[config.mk]
export PLATFORM = sky130hd
export DESIGN_NAME = ovf_wb_stage_flat
export DESIGN_NICKNAME = d
export VERILOG_FILES = /design/src/rtl/ovf_wb_if.sv /design/src/rtl/ovf_wb_stage.sv /design/src/flat_wrapper.sv
export SDC_FILE = /design/constraint.sdc
export NUM_CORES = 1
export LEC_CHECK = 0
export CAP_MARGIN = 40
export CELL_PAD_IN_SITES_DETAIL_PLACEMENT = 2
export CELL_PAD_IN_SITES_GLOBAL_PLACEMENT = 2
export CORE_ASPECT_RATIO = 2
export CORE_MARGIN = 1
export CORE_UTILIZATION = 25
export DETAILED_ROUTE_END_ITERATION = 12
export GPL_TIMING_DRIVEN = 1
export HOLD_SLACK_MARGIN = 0.1
export PLACE_DENSITY_LB_ADDON = 0.25
export SLEW_MARGIN = 20
export SYNTH_ARGS = -nofsm -noshare
export SYNTH_HDL_FRONTEND = slang
export SYNTH_SLANG_ARGS = --single-unit
[constraint.sdc]
create_clock -name clk -period 2.3 [get_ports clk]
set_input_delay 0.23 -clock clk [delete_from_list [all_inputs] [get_ports clk]]
set_output_delay 0.23 -clock clk [all_outputs]
set_load 0.01 [all_outputs]
[src/rtl/ovf_wb_if.sv]
// Bundles the add/sub result stream, trap handshake and overflow status
// seen by the writeback stage.
interface ovf_wb_if #(
  parameter int CNT_W = 16
);
  logic             valid_in;
  logic [31:0]      y_in;
  logic             pos_ovf;
  logic             neg_ovf;
  logic [4:0]       rd_in;
  logic             sat_en;
  logic             trap_ack;
  logic             clr_sticky;
  logic             wb_valid;
  logic [31:0]      wb_data;
  logic [4:0]       wb_rd;
  logic             trap_req;
  logic [1:0]       trap_cause;
  logic             stall;
  logic             sticky_pos;
  logic             sticky_neg;
  logic [CNT_W-1:0] ovf_count;

  modport master (
    output valid_in, y_in, pos_ovf, neg_ovf, rd_in, sat_en, trap_ack, clr_sticky,
    input  wb_valid, wb_data, wb_rd, trap_req, trap_cause, stall,
           sticky_pos, sticky_neg, ovf_count
  );

  modport slave (
    input  valid_in, y_in, pos_ovf, neg_ovf, rd_in, sat_en, trap_ack, clr_sticky,
    output wb_valid, wb_data, wb_rd, trap_req, trap_cause, stall,
           sticky_pos, sticky_neg, ovf_count
  );
endinterface

[src/rtl/ovf_wb_stage.sv]
// Writeback stage for add/sub results: saturates or traps on overflow and keeps
// sticky overflow flags plus a saturating event counter. One-cycle latency; stall while trapped.
module ovf_wb_stage #(
  parameter int CNT_W = 16
) (
  input  logic     clk,
  input  logic     rst,
  ovf_wb_if.slave  bus
);

  typedef enum logic {IDLE, TRAP} state_t;

  state_t           state, state_nxt;
  logic             ovf;
  logic             wb_valid_q;
  logic [31:0]      wb_data_q;
  logic [4:0]       wb_rd_q;
  logic             trap_req_q;
  logic [1:0]       trap_cause_q;
  logic             sticky_pos_q;
  logic             sticky_neg_q;
  logic [CNT_W-1:0] cnt_q;

  // Overflow events only count while IDLE; a trapped stage sees held operands.
  assign ovf = (state == IDLE) & bus.valid_in & (bus.pos_ovf | bus.neg_ovf);

  always_comb begin
    state_nxt = state;
    case (state)
      IDLE: if (ovf && !bus.sat_en) state_nxt = TRAP;
      TRAP: if (bus.trap_ack)       state_nxt = IDLE;
      default: state_nxt = IDLE;
    endcase
  end

  always_ff @(posedge clk or posedge rst) begin
    if (rst) state <= IDLE;
    else     state <= state_nxt;
  end

  always_ff @(posedge clk or posedge rst) begin
    if (rst) begin
      wb_valid_q   <= 1'b0;
      wb_data_q    <= '0;
      wb_rd_q      <= '0;
      trap_req_q   <= 1'b0;
      trap_cause_q <= 2'b00;
    end else if (state == TRAP) begin
      wb_valid_q <= 1'b0;
      if (bus.trap_ack) begin
        trap_req_q   <= 1'b0;
        trap_cause_q <= 2'b00;
      end
    end else if (!bus.valid_in) begin
      wb_valid_q <= 1'b0;
    end else if (!ovf) begin
      wb_valid_q <= 1'b1;
      wb_data_q  <= bus.y_in;
      wb_rd_q    <= bus.rd_in;
    end else if (bus.sat_en) begin
      wb_valid_q <= 1'b1;
      wb_data_q  <= bus.pos_ovf ? 32'h7FFF_FFFF : 32'h8000_0000;
      wb_rd_q    <= bus.rd_in;
    end else begin
      wb_valid_q   <= 1'b0;
      trap_req_q   <= 1'b1;
      trap_cause_q <= bus.pos_ovf ? 2'b01 : 2'b10;
    end
  end

  // A clear coinciding with an event restarts the history at that event.
  always_ff @(posedge clk or posedge rst) begin
    if (rst) begin
      sticky_pos_q <= 1'b0;
      sticky_neg_q <= 1'b0;
      cnt_q        <= '0;
    end else if (bus.clr_sticky) begin
      sticky_pos_q <= ovf & bus.pos_ovf;
      sticky_neg_q <= ovf & ~bus.pos_ovf;
      cnt_q        <= ovf ? CNT_W'(1) : '0;
    end else if (ovf) begin
      if (bus.pos_ovf) sticky_pos_q <= 1'b1;
      else             sticky_neg_q <= 1'b1;
      if (cnt_q != '1) cnt_q <= cnt_q + CNT_W'(1);
    end
  end

  assign bus.wb_valid   = wb_valid_q;
  assign bus.wb_data    = wb_data_q;
  assign bus.wb_rd      = wb_rd_q;
  assign bus.trap_req   = trap_req_q;
  assign bus.trap_cause = trap_cause_q;
  assign bus.stall      = (state == TRAP);
  assign bus.sticky_pos = sticky_pos_q;
  assign bus.sticky_neg = sticky_neg_q;
  assign bus.ovf_count  = cnt_q;

endmodule

[src/flat_wrapper.sv]
// flat-port wrapper written by rule: the top's interface ports become plain ports
module ovf_wb_stage_flat 
#(
  parameter int CNT_W = 16
)
  (clk, rst, bus_valid_in, bus_y_in, bus_pos_ovf, bus_neg_ovf, bus_rd_in, bus_sat_en, bus_trap_ack, bus_clr_sticky, bus_wb_valid, bus_wb_data, bus_wb_rd, bus_trap_req, bus_trap_cause, bus_stall, bus_sticky_pos, bus_sticky_neg, bus_ovf_count);
  ovf_wb_if #(.CNT_W(CNT_W)) bus_i ();
  input  logic clk;
  input  logic rst;
  input wire logic [$bits(bus_i.valid_in)-1:0] bus_valid_in;
  input wire logic [$bits(bus_i.y_in)-1:0] bus_y_in;
  input wire logic [$bits(bus_i.pos_ovf)-1:0] bus_pos_ovf;
  input wire logic [$bits(bus_i.neg_ovf)-1:0] bus_neg_ovf;
  input wire logic [$bits(bus_i.rd_in)-1:0] bus_rd_in;
  input wire logic [$bits(bus_i.sat_en)-1:0] bus_sat_en;
  input wire logic [$bits(bus_i.trap_ack)-1:0] bus_trap_ack;
  input wire logic [$bits(bus_i.clr_sticky)-1:0] bus_clr_sticky;
  output wire logic [$bits(bus_i.wb_valid)-1:0] bus_wb_valid;
  output wire logic [$bits(bus_i.wb_data)-1:0] bus_wb_data;
  output wire logic [$bits(bus_i.wb_rd)-1:0] bus_wb_rd;
  output wire logic [$bits(bus_i.trap_req)-1:0] bus_trap_req;
  output wire logic [$bits(bus_i.trap_cause)-1:0] bus_trap_cause;
  output wire logic [$bits(bus_i.stall)-1:0] bus_stall;
  output wire logic [$bits(bus_i.sticky_pos)-1:0] bus_sticky_pos;
  output wire logic [$bits(bus_i.sticky_neg)-1:0] bus_sticky_neg;
  output wire logic [$bits(bus_i.ovf_count)-1:0] bus_ovf_count;
  assign bus_i.valid_in = bus_valid_in;
  assign bus_i.y_in = bus_y_in;
  assign bus_i.pos_ovf = bus_pos_ovf;
  assign bus_i.neg_ovf = bus_neg_ovf;
  assign bus_i.rd_in = bus_rd_in;
  assign bus_i.sat_en = bus_sat_en;
  assign bus_i.trap_ack = bus_trap_ack;
  assign bus_i.clr_sticky = bus_clr_sticky;
  assign bus_wb_valid = bus_i.wb_valid;
  assign bus_wb_data = bus_i.wb_data;
  assign bus_wb_rd = bus_i.wb_rd;
  assign bus_trap_req = bus_i.trap_req;
  assign bus_trap_cause = bus_i.trap_cause;
  assign bus_stall = bus_i.stall;
  assign bus_sticky_pos = bus_i.sticky_pos;
  assign bus_sticky_neg = bus_i.sticky_neg;
  assign bus_ovf_count = bus_i.ovf_count;
  ovf_wb_stage #(.CNT_W(CNT_W)) u_core (.clk(clk), .rst(rst), .bus(bus_i));
endmodule
==> flow_summary_export.csv <==
group,metric,value,unit
global_routing,grt_pass1_wl,16.0,mm
clocking,cts.reportedPaths.clkPinSlew,60,ps
sta,clock_skew,5.17,ps
final_layout,finalNetCount,438,
floorplan,dieWidth,75.5,um
critical_path,crit_path_max_fanout,5,
sta,fin_crit,2080,ps
final_layout,area_growth,60.0,%
critical_path,timing.rr.end,"u_core.bus.ovf_count[2]",
clocking,cts_setup_buffers,0,
clocking,ctsResizeCount,0,
sta,finalCritPeriodShare,90.6,%
synth,yosysMostFrequentCell,"dfrtp_1",
clocking,htreeDepth,3,
drt,first_pass_iters,4,
global_routing,antenna_found_initial,0,
pwr,power.internal,2720,uW
critical_path,crit_type,"register to register",
pwr,pwr-share-seq,35.9,%
clocking,clockRootBuffer,"clkbuf_16",
sta,worst_pin_slew,490,ps
sta,final.setup.tns,0,ps
outcome,status,"completed",
pwr,power_switching,950,uW
synth,avgSynthCellArea,9.51,sq um
synth,ys_async_sr_fraction,100,%
synth,synth_edf_count,0,
placed_design,gp_congestion,0.777,
drt,routed_wl,10.1,mm
synth,synth_top_cell_by_area,"dfrtp_1",
synth,synth_warnings,0,
floorplan,core_area,10500,sq um
synth,netlist_top_cells_area,"dfrtp_1, a21oi_1, o21ai_0",
synth,synth_top_area_share,55.6,%
global_routing,grtUsageMet2,38.2,%
pwr,p_comb_share,22.7,%
sta,fmax,0.480,GHz
global_routing,grt_util_met3,3.99,%
sta,slew_headroom,67.1,%
sta,rsz0062_at_grt,"false",
synth,synth_area,2700,sq um
critical_path,worst-r2r-setup-slack,220,ps
pwr,ir_drop,0.446,mV
floorplan,start_util,25.8,%
synth,yosysSeqAreaShare,55.6,%
floorplan,die_area,11200,sq um
global_routing,grt_max_degree,61,
pwr,p_leak,0.00173,uW
placed_design,dpl.hpwl,7.29,mm
global_routing,first_global_vias,2998,
drt,drt.antenna.violating_nets,0,
critical_path,arrival,2300,ps
critical_path,reg2reg_depth,5,
critical_path,cp-start-kind,"register",
worst_hold_path,hp-class,"primary input to asynchronous set/reset pin",
drt,avgViaCountPerCell,4.98,
final_layout,layout-drive-gt1-share,10.1,%
clocking,cts_sinks,60,
drt,vias,2660,
critical_path,crit_required,2510,ps
pwr,clkPwrFrac,41.4,%
synth,ys_top_cells_by_count,"dfrtp_1, a21oi_1, nand2_1",
synth,synthFlopType,"dfrtp_1",
floorplan,top_level_ports,105,
final_layout,num_antenna_cells,0,
critical_path,crit_path_end_kind,"register",
clocking,clkLatencyLatePin,330,ps
global_routing,top_usage_layer,"met2",
global_routing,use_met1,18.8,%
clocking,cts_tree,"done",
pwr,swShare,25.9,%
synth,syn-num-nets,330,
clocking,clk_path_buf_depth,2,
sta,hold_viol,0,
sta,setup_viol,0,
sta,final_max_slew_viol_count,0,
drt,drt_iter0_markers,63,
synth,synthCells,284,
floorplan,placementRows,53,
final_layout,post-route-util,41.3,%
synth,ys_types,32,
drt,wire_per_inst,18.8,um
drt,remaining_drc_errors,0,
clocking,cts_buffers,9,
synth,synth-seq-cells,60,
global_routing,overflow,0,
global_routing,track_usage,19.7,%
sta,holdWs,294,ps
clocking,hold_buffers,0,
floorplan,dieHeight,149,um
pwr,powerDensity,848,nW/um^2
critical_path,regToRegStartpoint,"u_core.bus.ovf_count[1]",
flow_run,cap_violations,0,
placed_design,port_buffers,104,
==> stage by stage <==
stage          setup WS (ps)  cell area (sq um)  std cells  total power (uW)
5_1_grt                 88.9               4320        534              3830
4_1_cts                  209               4320        534              3740
2_1_floorplan            393               2700        284              1620
3_5_place_dp            31.4               3990        518              2180
6_report                 216               4320        534              3670
3_3_place_gp             107               3990        518              2150
==> sequential cells by signal (all words and copies together), names as in the netlist <==
signal	cells
u_core.bus.sticky_neg	1
u_core.bus.stall	1
u_core.bus.trap_req	1
u_core.bus.trap_cause	2
u_core.bus.sticky_pos	1
u_core.bus.wb_data	32
u_core.bus.wb_rd	5
u_core.bus.ovf_count	16
u_core.bus.wb_valid	1
==> how the worst max path moves through the flow <==
stage	start	to	slack, ps	depth (start not counted)
finish	u_core.bus.ovf_count[1]	u_core.bus.ovf_count[2]	220	5
global route	u_core.bus.ovf_count[1]	u_core.bus.ovf_count[5]	90	6
CTS	u_core.bus.ovf_count[1]	u_core.bus.ovf_count[2]	210	5
detailed placement	bus_neg_ovf	u_core.bus.ovf_count[11]	30	5
global placement	bus_neg_ovf	u_core.bus.ovf_count[9]	110	5
floorplan	u_core.bus.stall	u_core.bus.ovf_count[9]	390	5
==> placed cells by master, fill, tap and decap left out, types with 7 or more instances in the layout <==
cell type,n
nand2_1,42
clkbuf_16,9
o31ai_1,10
nand3_1,7
a21oi_1,46
clkdlybuf4s50_1,104
mux2_2,7
buf_4,12
o21ai_0,37
dfrtp_1,60
or4_1,11
==> layout make-up <==
type                    instances  area (sq um)
repair buffers                118          1170
well taps                     137           171
inverters                       6          22.5
flip-flops and latches         60          1500
multi-input cells             197          1120
clock buffers                  13           270
fillers                      1192          6150
clock inverters                 3          67.6
==> logic make-up after synthesis <==
| group | synth area share (%) |
|---|---|
| multiplexers | 3.66 |
| buffers and inverters | 3.84 |
| adder cells (fa/ha/maj) | 0.463 |
| AND/OR/NAND/NOR | 15.6 |
| flip-flops | 55.6 |
| AO/OA/AOI/OAI | 20.8 |
==> power groups by stage <==
| stage | combinational [uW] | clock (uW) | sequential (uW) |
|---|---|---|---|
| after detailed placement | 846 | 0 | 1330 |
| final | 832 | 1520 | 1320 |
| after CTS | 854 | 1570 | 1320 |
| after floorplan | 218 | 0 | 1400 |
| after global placement | 826 | 0 | 1320 |
| after global routing | 907 | 1590 | 1330 |
==> layer usage <==
| layer | wire [um] | part of all wire, % |
|---|---|---|
| met5 | 0 | 0 |
| met4 | 208 | 2.1 |
| met3 | 319 | 3.2 |
| met2 | 6080 | 60 |
| met1 | 3450 | 34 |
==> worst max-delay path: stages, from the launching register on <==
cell,delay [ps]
dfrtp_1,410
ha_1,240
nand4_1,190
or4_1,630
nand3_1,150
mux2_2,340
No activity file was read; power rests on OpenSTA's default activity.
